===== config.mk =====
export PLATFORM = sky130hd
export DESIGN_NAME = hex_display_scheduler
export DESIGN_NICKNAME = d
export VERILOG_FILES = /design/src/rtl/hex_display_scheduler.sv
export SDC_FILE = /design/constraint.sdc
export NUM_CORES = 1
export LEC_CHECK = 0
export CAP_MARGIN = 5
export CORE_ASPECT_RATIO = 1.75
export CORE_MARGIN = 2
export CORE_UTILIZATION = 40
export DETAILED_ROUTE_END_ITERATION = 16
export PLACE_DENSITY_LB_ADDON = 0.1
export SLEW_MARGIN = 20
export SYNTH_ARGS = -nofsm -noshare
export SYNTH_HDL_FRONTEND = slang
export SYNTH_SLANG_ARGS = --single-unit

===== constraint.sdc =====
create_clock -name CLOCK_50 -period 4.2 [get_ports CLOCK_50]
set_input_delay 0.84 -clock CLOCK_50 [delete_from_list [all_inputs] [get_ports CLOCK_50]]
set_output_delay 0.84 -clock CLOCK_50 [all_outputs]
set_load 0.01 [all_outputs]

===== src/rtl/hex_display_scheduler.sv =====
// hex_display_scheduler: debounced mode key, four display modes, registered 7-seg outputs.
// Optional HEX_DP_BLINK_EN: the HEX_0 decimal point blinks with the scroll tick.
module hex_display_scheduler #(
  parameter int TICK_DIV        = 25000000,
  parameter int DEBOUNCE_CYCLES = 500000
) (
  input  logic       CLOCK_50,
  input  logic       RESET_N,
  input  logic [3:0] SW_A,
  input  logic [3:0] SW_B,
  input  logic       KEY_MODE,
  output logic [7:0] HEX_0,
  output logic [7:0] HEX_1,
  output logic [7:0] HEX_2,
  output logic [7:0] HEX_3,
  output logic [1:0] MODE
);

  localparam int TW = $clog2(TICK_DIV);
  localparam int DW = $clog2(DEBOUNCE_CYCLES);

  typedef enum logic [1:0] {
    RAW    = 2'b00,
    SUM    = 2'b01,
    SCROLL = 2'b10,
    BLANK  = 2'b11
  } state_t;

  typedef struct packed {
    logic       off;
    logic [3:0] val;
  } digit_t;

  localparam digit_t DARK = '{off: 1'b1, val: 4'h0};

  function automatic logic [6:0] seg(input digit_t d);
    logic [6:0] s;
    s = 7'h7F;
    if (!d.off) begin
      case (d.val)
        4'h0: s = 7'h40;
        4'h1: s = 7'h79;
        4'h2: s = 7'h24;
        4'h3: s = 7'h30;
        4'h4: s = 7'h19;
        4'h5: s = 7'h12;
        4'h6: s = 7'h02;
        4'h7: s = 7'h78;
        4'h8: s = 7'h00;
        4'h9: s = 7'h10;
        4'hA: s = 7'h08;
        4'hB: s = 7'h03;
        4'hC: s = 7'h46;
        4'hD: s = 7'h21;
        4'hE: s = 7'h06;
        4'hF: s = 7'h0E;
      endcase
    end
    return s;
  endfunction

  logic          key_s1;
  logic          key_s2;
  logic          key_deb;
  logic          key_deb_d;
  logic [DW-1:0] deb_cnt;
  logic          adv;

  always_ff @(posedge CLOCK_50 or negedge RESET_N) begin
    if (!RESET_N) begin
      key_s1    <= 1'b1;
      key_s2    <= 1'b1;
      key_deb   <= 1'b1;
      key_deb_d <= 1'b1;
      deb_cnt   <= '0;
    end else begin
      key_s1    <= KEY_MODE;
      key_s2    <= key_s1;
      key_deb_d <= key_deb;
      if (key_s2 == key_deb) begin
        deb_cnt <= '0;
      end else if (deb_cnt == DW'(DEBOUNCE_CYCLES - 1)) begin
        key_deb <= key_s2;
        deb_cnt <= '0;
      end else begin
        deb_cnt <= deb_cnt + 1'b1;
      end
    end
  end

  // Only a debounced press advances; release is ignored.
  assign adv = key_deb_d & ~key_deb;

  logic [TW-1:0] tick_cnt;
  logic          tick_wrap;
  logic          tick;

  assign tick_wrap = (tick_cnt == TW'(TICK_DIV - 1));
  assign tick      = tick_wrap & ~adv;

  always_ff @(posedge CLOCK_50 or negedge RESET_N) begin
    if (!RESET_N) begin
      tick_cnt <= '0;
    end else if (adv || tick_wrap) begin
      tick_cnt <= '0;
    end else begin
      tick_cnt <= tick_cnt + 1'b1;
    end
  end

  state_t       state;
  digit_t [3:0] scr;

  always_ff @(posedge CLOCK_50 or negedge RESET_N) begin
    if (!RESET_N) begin
      state <= RAW;
      scr   <= {4{DARK}};
    end else if (adv) begin
      state <= state_t'(state + 2'd1);
      if (state == SUM) begin
        scr[3] <= {1'b0, SW_A};
        scr[2] <= {1'b0, SW_B};
        scr[1] <= DARK;
        scr[0] <= DARK;
      end
    end else if (tick && state == SCROLL) begin
      scr[3] <= scr[2];
      scr[2] <= scr[1];
      scr[1] <= scr[0];
      scr[0] <= scr[3];
    end
  end

  logic         dp0;

`ifdef HEX_DP_BLINK_EN
  logic hb;

  always_ff @(posedge CLOCK_50 or negedge RESET_N) begin
    if (!RESET_N) begin
      hb <= 1'b0;
    end else if (state == BLANK) begin
      hb <= 1'b0;
    end else if (tick) begin
      hb <= ~hb;
    end
  end

  assign dp0 = ~hb;
`else
  assign dp0 = 1'b1;
`endif

  logic [4:0]   sum;
  digit_t [3:0] disp;

  always_comb begin
    sum  = {1'b0, SW_A} + {1'b0, SW_B};
    disp = {4{DARK}};
    unique case (state)
      RAW: begin
        disp[0] = {1'b0, SW_A};
        disp[1] = {1'b0, SW_B};
      end
      SUM: begin
        disp[0] = {1'b0, sum[3:0]};
        disp[1] = {1'b0, 3'b000, sum[4]};
        disp[2] = {1'b0, SW_B};
        disp[3] = {1'b0, SW_A};
      end
      SCROLL: disp = scr;
      BLANK:  disp = {4{DARK}};
    endcase
  end

  always_ff @(posedge CLOCK_50 or negedge RESET_N) begin
    if (!RESET_N) begin
      HEX_0 <= 8'hFF;
      HEX_1 <= 8'hFF;
      HEX_2 <= 8'hFF;
      HEX_3 <= 8'hFF;
      MODE  <= 2'b00;
    end else begin
      HEX_0 <= {dp0 | (state == BLANK), seg(disp[0])};
      HEX_1 <= {1'b1, seg(disp[1])};
      HEX_2 <= {1'b1, seg(disp[2])};
      HEX_3 <= {1'b1, seg(disp[3])};
      MODE  <= state;
    end
  end

endmodule


==> impl_metrics.toml, run 1 <==
[setup_path]
path_class = "in -> reg"
crit_path_start_kind = "primary input"
path_max_fanout = 5
worst-path-stages = 12
cp_num_buf_inv = 3
rr_endpoint = "HEX_0[1]"
critPathTopFamily = "adder cells"
critPathSlowestCell = "clkdlybuf4s50_1"
ff2ff_path_depth = 8
end_kind = "flip-flop"
regToRegSetupSlack_ns = 1.10
critical-path-max-stage-delay_ns = 0.54
path_cells = "clkdlybuf4s50_1, ha_1, inv_1, fa_1, nor2b_1, o31ai_1, a21oi_1, inv_1, ha_1, nand2_1, o211ai_1, o211ai_1"
crit_required_ns = 4.46
r2r-start = "state[0]"
crit_arrival_ns = 3.54

[drt]
routed_wl_mm = 12.5
routedWlPerCell_um = 15.8
remaining_drc_errors = 0
firstDrtPassIters = 4
num_vias = 4314
via_per_inst = 5.45
ant_nets = 0
drt-initial-drc-count = 163

[timing]
max_freq_mhz = 305
max-slew-margin-rel_pct = 38.5
finalMaxSlewViolations = 0
tns_ns = 0
max_slew.worst_pin.slew_ns = 0.922
hold_violations = 0
setup_viol = 0
rsz0062_at_grt = "false"
fin_crit_ns = 3.28
hold_ws_ns = 0.356
min_period_over_period_pct = 78.0
fin_skew_ns = 0.00867

[floorplanning]
core_area_um2 = 13800
die_h_um = 160
fp.dieW_um = 93.1
start_util_pct = 40.4
dieArea_um2 = 14900
ios = 45
core.rowCount = 57

[clock_tree]
hold_buffers = 0
cts-resized-gates = 0
clk_latency_ns = 0.35
clock_path_buffers = 2
cts_tree = "done"
ctsRootBufferMaster = "clkbuf_16"
numCtsBuffers = 9
cts_sinks = 100
cts_setup_buffers = 0
cts.clk_slew.worst_paths_ns = 0.07
h-tree-depth = 3

[pwr]
comb_power_share_pct = 7.3
p_total_mw = 2.00
p_int_mw = 1.54
p_leak_nw = 2.79
clockPowerShare_pct = 42.9
power.switching_mw = 0.455
pwr-share-seq_pct = 49.8
power_density_nw_per_um2 = 312
power_switching_share_pct = 22.7
ir_drop_v = 0.000193

[synthesis]
synth-seq-cells = 100
yosys_warnings = 0
syn_area_per_cell_um2 = 9.63
synth-simple-area-share_pct = 20.0
synthAdderAreaFrac_pct = 8.24
synth_top_area_share_pct = 28.8
synth_cell_type_count = 55
synth_top_family_by_area = "simple AND/OR/NAND/NOR gates"
synth_area_leaders = "dfrtp_1 29%, dfstp_2 17%, ha_1 7.9%, xor2_1 4.9%, nand2_1 4.4%"
synth_mux_area_share_pct = 2.79
yosysTopAreaCell = "dfrtp_1"
synth-xor-area-share_pct = 6.93
synth_compound_area_share_pct = 11.7
syn_area_um2 = 5560
synthArstFlopShare_pct = 100
synth_flop_cell = "dfrtp_1"
synth-edff-count = 0
syn_inst = 577
yosysSeqAreaShare_pct = 45.8

[global_route]
antenna_found_initial = 0
grt_pass1_wl_mm = 21.2
overflow = 0
grt_pass1_vias = 4376
grt_max_degree = 73
grtUsageTotal_pct = 17.6

[worst_hold_path]
hp-start = "key_s1"
min_to = "key_s2"
worstHoldPathType = "reg -> reg"
hold_depth = 0

[placement]
gp_congestion = 0.901
port_buffers = 40
dp_hpwl_mm = 8.99

[cells_and_area]
drive_gt1_share_pct = 12.4
nNetsFinal = 657
area_delta_synth_final_pct = 15.4
antenna_cells = 0
utilization_pct = 46.6

[run_status]
status = "finished, final reports clean"

[flow_run]
maxCapViolCount = 0
==> worst max-delay path by stage <==
stage / slack, ns / endpoint / start
after floorplan: 1.42 / HEX_0[0] / SW_A[0]
after global placement: 0.62 / HEX_1[3] / SW_A[0]
after detailed placement: 0.54 / HEX_1[3] / SW_B[0]
after CTS: 0.90 / HEX_1[3] / SW_B[0]
after global routing: 0.79 / HEX_0[3] / state[0]
final: 0.92 / HEX_1[3] / SW_B[0]
==> per-layer routing <==
| layer | part of all wire, % | global-route usage [%] | wire length (µm) | vias to the layer above |
|---|---|---|---|---|
| li1 | - | - | - | 2077 |
| met1 | 42 | 21.2 | 5200 | 2137 |
| met2 | 54 | 30.9 | 6710 | 77 |
| met3 | 2.2 | 2.36 | 279 | 23 |
| met4 | 2.6 | 7.82 | 321 | 0 |
| met5 | 0 | 0 | 0 | - |
==> registers in the layout, indices dropped and copies added (netlist names) <==
register   flops
key_deb        1
tick_cnt      25
HEX_1          7
deb_cnt       19
MODE           2
state          2
key_s2         1
scr           20
HEX_2          7
key_s1         1
key_deb_d      1
HEX_3          7
HEX_0          7
==> per-stage QoR <==
stage / area, µm² / std cells / setup WS [ns]
2_1_floorplan: 5570 / 580 / 1.42
3_3_place_gp: 6110 / 776 / 0.622
3_5_place_dp: 6110 / 776 / 0.539
4_1_cts: 6410 / 792 / 0.896
5_1_grt: 6410 / 792 / 0.794
6_report: 6410 / 792 / 0.925
==> logic make-up (layout without fill, tap and decap cells) <==
group,after synthesis,after routing
mux,14,14
flops,100,100
compound gates,98,98
other cells,1,4
fa+ha+maj,36,36
xor+xnor,44,44
buf+inv,53,88
simple gates,231,231
==> worst register-to-register path: stages, from the launching register on <==
cell and delay, ns:
dfrtp_1 0.42, inv_1 0.13, ha_1 0.77, a22oi_1 0.15
o21ai_0 0.59, inv_1 0.21, ha_1 0.37, nor2_1 0.06
a221o_1 0.35
==> cells in the mapped netlist, types with 2 or more instances <==
| cell type | n |
|---|---|
| a21oi_1 | 29 |
| a221o_1 | 3 |
| a22o_1 | 5 |
| a22oi_1 | 5 |
| a31oi_1 | 3 |
| and3_1 | 5 |
| and4_1 | 4 |
| buf_1 | 3 |
| buf_2 | 6 |
| buf_4 | 6 |
| clkbuf_1 | 15 |
| dfrtp_1 | 64 |
| dfstp_2 | 36 |
| ha_1 | 35 |
| inv_1 | 21 |
| mux2_2 | 2 |
| mux2i_1 | 11 |
| nand2_1 | 65 |
| nand2b_1 | 5 |
| nand3_1 | 37 |
| nand4_1 | 15 |
| nor2_1 | 61 |
| nor2b_1 | 5 |
| nor3_1 | 12 |
| nor3b_1 | 3 |
| nor4_1 | 5 |
| nor4b_1 | 2 |
| o211ai_1 | 8 |
| o21a_1 | 3 |
| o21ai_0 | 14 |
| o221ai_1 | 5 |
| o22ai_1 | 8 |
| o311ai_0 | 6 |
| o31ai_1 | 4 |
| or2_2 | 4 |
| xnor2_1 | 13 |
| xor2_1 | 31 |
==> layout by cell type, fill, tap and decap left out, drive strengths merged, types with 6 or more instances in the layout <==
cell	count
clkdlybuf4s50	39
o22ai	8
dfstp	36
dfrtp	64
xnor2	13
o211ai	8
nand2	66
nor4	6
ha	35
buf	12
nand3	37
xor2	31
o311ai	6
inv	21
mux2i	11
nor2	61
nand4	15
o21ai	14
a21oi	29
clkbuf	12
nor3	12
==> power groups by stage <==
stage	combinational [mW]	clock, mW	sequential (mW)
global route	0.161	0.926	0.998
global placement	0.145	0	1.01
CTS	0.148	0.879	0.996
floorplan	0.0646	0	1.02
detailed placement	0.146	0	1.01
finish	0.145	0.857	0.996
==> area by class of cell <==
cell class / instances / area, µm²
clock buffer: 12 / 256
inverter: 21 / 78.8
timing repair buffer: 51 / 480
fill: 1290 / 7350
tap: 177 / 221
sequential: 100 / 2550
multi-input combinational: 427 / 2780
clock inverter: 4 / 48.8
(Power assumes the default switching activity.)
==> run 2, diff against run 1 <==
==> constraint.sdc (replaced) <==
create_clock -name CLOCK_50 -period 2.7 [get_ports CLOCK_50]
set_input_delay 0.54 -clock CLOCK_50 [delete_from_list [all_inputs] [get_ports CLOCK_50]]
set_output_delay 0.54 -clock CLOCK_50 [all_outputs]
set_load 0.01 [all_outputs]
==> impl_metrics.toml, run 2 (same netlist as run 1, synthesis figures left out) <==
[clock_tree]
hold_buffers = 0
ctsRootBufferMaster = "clkbuf_16"
cts.clk_slew.worst_paths_ns = 0.07
clock_path_buffers = 2
clk_latency_ns = 0.35
h-tree-depth = 3
cts_sinks = 100
numCtsBuffers = 9
cts_tree = "done"

[timing]
rsz0062_at_grt = "false"
setup_ws_ns = 0.140
setup_viol = 0
hold_violations = 0
max_slew.worst_pin.slew_ns = 0.771
fin_crit_ns = 2.56
max_freq_mhz = 391
fin_skew_ns = 0.00797
finalMaxSlewViolations = 0
tns_ns = 0
max-slew-margin-rel_pct = 48.1
min_period_over_period_pct = 94.8

[setup_path]
path_max_fanout = 4
path_class = "in -> reg"
crit_required_ns = 2.97
worst-path-stages = 10
crit_arrival_ns = 2.83
critPathSlowestCell = "fa_2"
path_cells = "clkdlybuf4s50_1, inv_1, fa_2, inv_1, a221oi_2, a21oi_2, buf_4, ha_4, nor2_1, a221o_1"
crit_top_cell = "inv_1"
critPathTopFamily = "adder cells"
cp_num_buf_inv = 4
critical-path-max-stage-delay_ns = 0.55
ff2ff_path_depth = 10
crit_path_start_kind = "primary input"
end_kind = "flip-flop"

[cells_and_area]
reg_top3 = "tick_cnt: 25 flops, scr: 20 flops, deb_cnt: 19 flops"
multiInputGateArea_um2 = 2840
area_delta_synth_final_pct = 21.5
largest_reg_flops = 25
utilization_pct = 49.1
antenna_cells = 0
most-common-layout-cells = "65 x nand2_1, 64 x dfrtp_1, 61 x nor2_1"
drive_gt1_share_pct = 18.8
ff_latch_area_um2 = 2550
fillers = 1261
layout_commonest_cell = "nand2_1"
top_register = "tick_cnt"
nNetsFinal = 692
final_area_um2 = 6750

[drt]
via_per_inst = 5.34
remaining_drc_errors = 0
firstDrtPassIters = 4
routedWlPerCell_um = 15.5
num_vias = 4419
routed_wl_mm = 12.8
ant_nets = 0
drt-initial-drc-count = 178

[global_route]
grt_pass1_vias = 4465
grtUsageTotal_pct = 18.1
grt_pass1_wl_mm = 21.6
overflow = 0
grt_max_degree = 55
antenna_found_initial = 0

[floorplanning]
core_area_um2 = 13800
dieArea_um2 = 14900
fp.dieW_um = 93.1
ios = 45
die_h_um = 160
core.rowCount = 57
start_util_pct = 40.4

[flow_run]
maxCapViolCount = 0

[placement]
placed_area_um2 = 6380
dp_slack_ns = -0.371
gp_congestion = 0.953
port_buffers = 40
dp_hpwl_mm = 9.43

[worst_hold_path]
worstHoldPathType = "in -> async"

[pwr]
ir_drop_v = 0.000348
power_density_nw_per_um2 = 473
p_leak_nw = 2.98
p_total_mw = 3.19

[run_status]
status = "finished, final reports clean"
run 2: layout make-up:
type                       instances  area share, %
clock buffer                      11           3.45
clock inverter                     5           1.15
inverter                          21           1.17
multi-input combinational        427           42.0
sequential                       100           37.7
tap                              177           3.28
timing repair buffer              86           11.3
run 2: worst register-to-register path, stage by stage (launching register included):
cell	delay [ns]
dfrtp_1	0.42
inv_1	0.14
ha_1	0.47
nor2b_1	0.23
a21oi_1	0.06
buf_4	0.15
buf_4	0.15
ha_1	0.20
nand2_1	0.08
o21ai_0	0.09
a221o_1	0.37
run 2: final timing paths:
| path | end | slack, ns | from |
|---|---|---|---|
| worst max-delay path | HEX_0[1] | 0.14 | SW_A[1] |
| worst min-delay path | state[0] | 0.06 | RESET_N |
| worst max register to register | HEX_1[5] | 0.28 | state[0] |
| worst min register to register | key_s2 | 0.36 | key_s1 |
| max in group asynchronous | HEX_0[3] | 1.93 | RESET_N |
| min in group CLOCK_50 | key_s2 | 0.36 | key_s1 |
run 2: timing repair:
action,in CTS,in global routing
setup buffers,0,0
pin swaps,0,2
endpoints found under the setup margin,1,16
resized for setup,3,12
run 2: through the flow:
stage | hold slack [ns] | cells
4_1_cts | 0.0645 | 827
5_1_grt | 0.0734 | 827
2_1_floorplan | 0.244 | 580
6_report | 0.0619 | 827
3_5_place_dp | 0.350 | 811
3_3_place_gp | 0.355 | 811
run 2: routing by layer:
metal	GRT usage [%]	wire, µm	vias up
li1	-	-	2142
met1	20.8	5090	2190
met2	31.9	7050	65
met3	3.07	299	22
met4	9.09	382	0
met5	0	0	-
run 2: where the power goes:
part           switching [mW]  leakage [nW]  internal (mW)
Sequential             0.0110          1.25           1.54
Combinational           0.138          1.58          0.123
Clock                   0.571         0.150          0.810
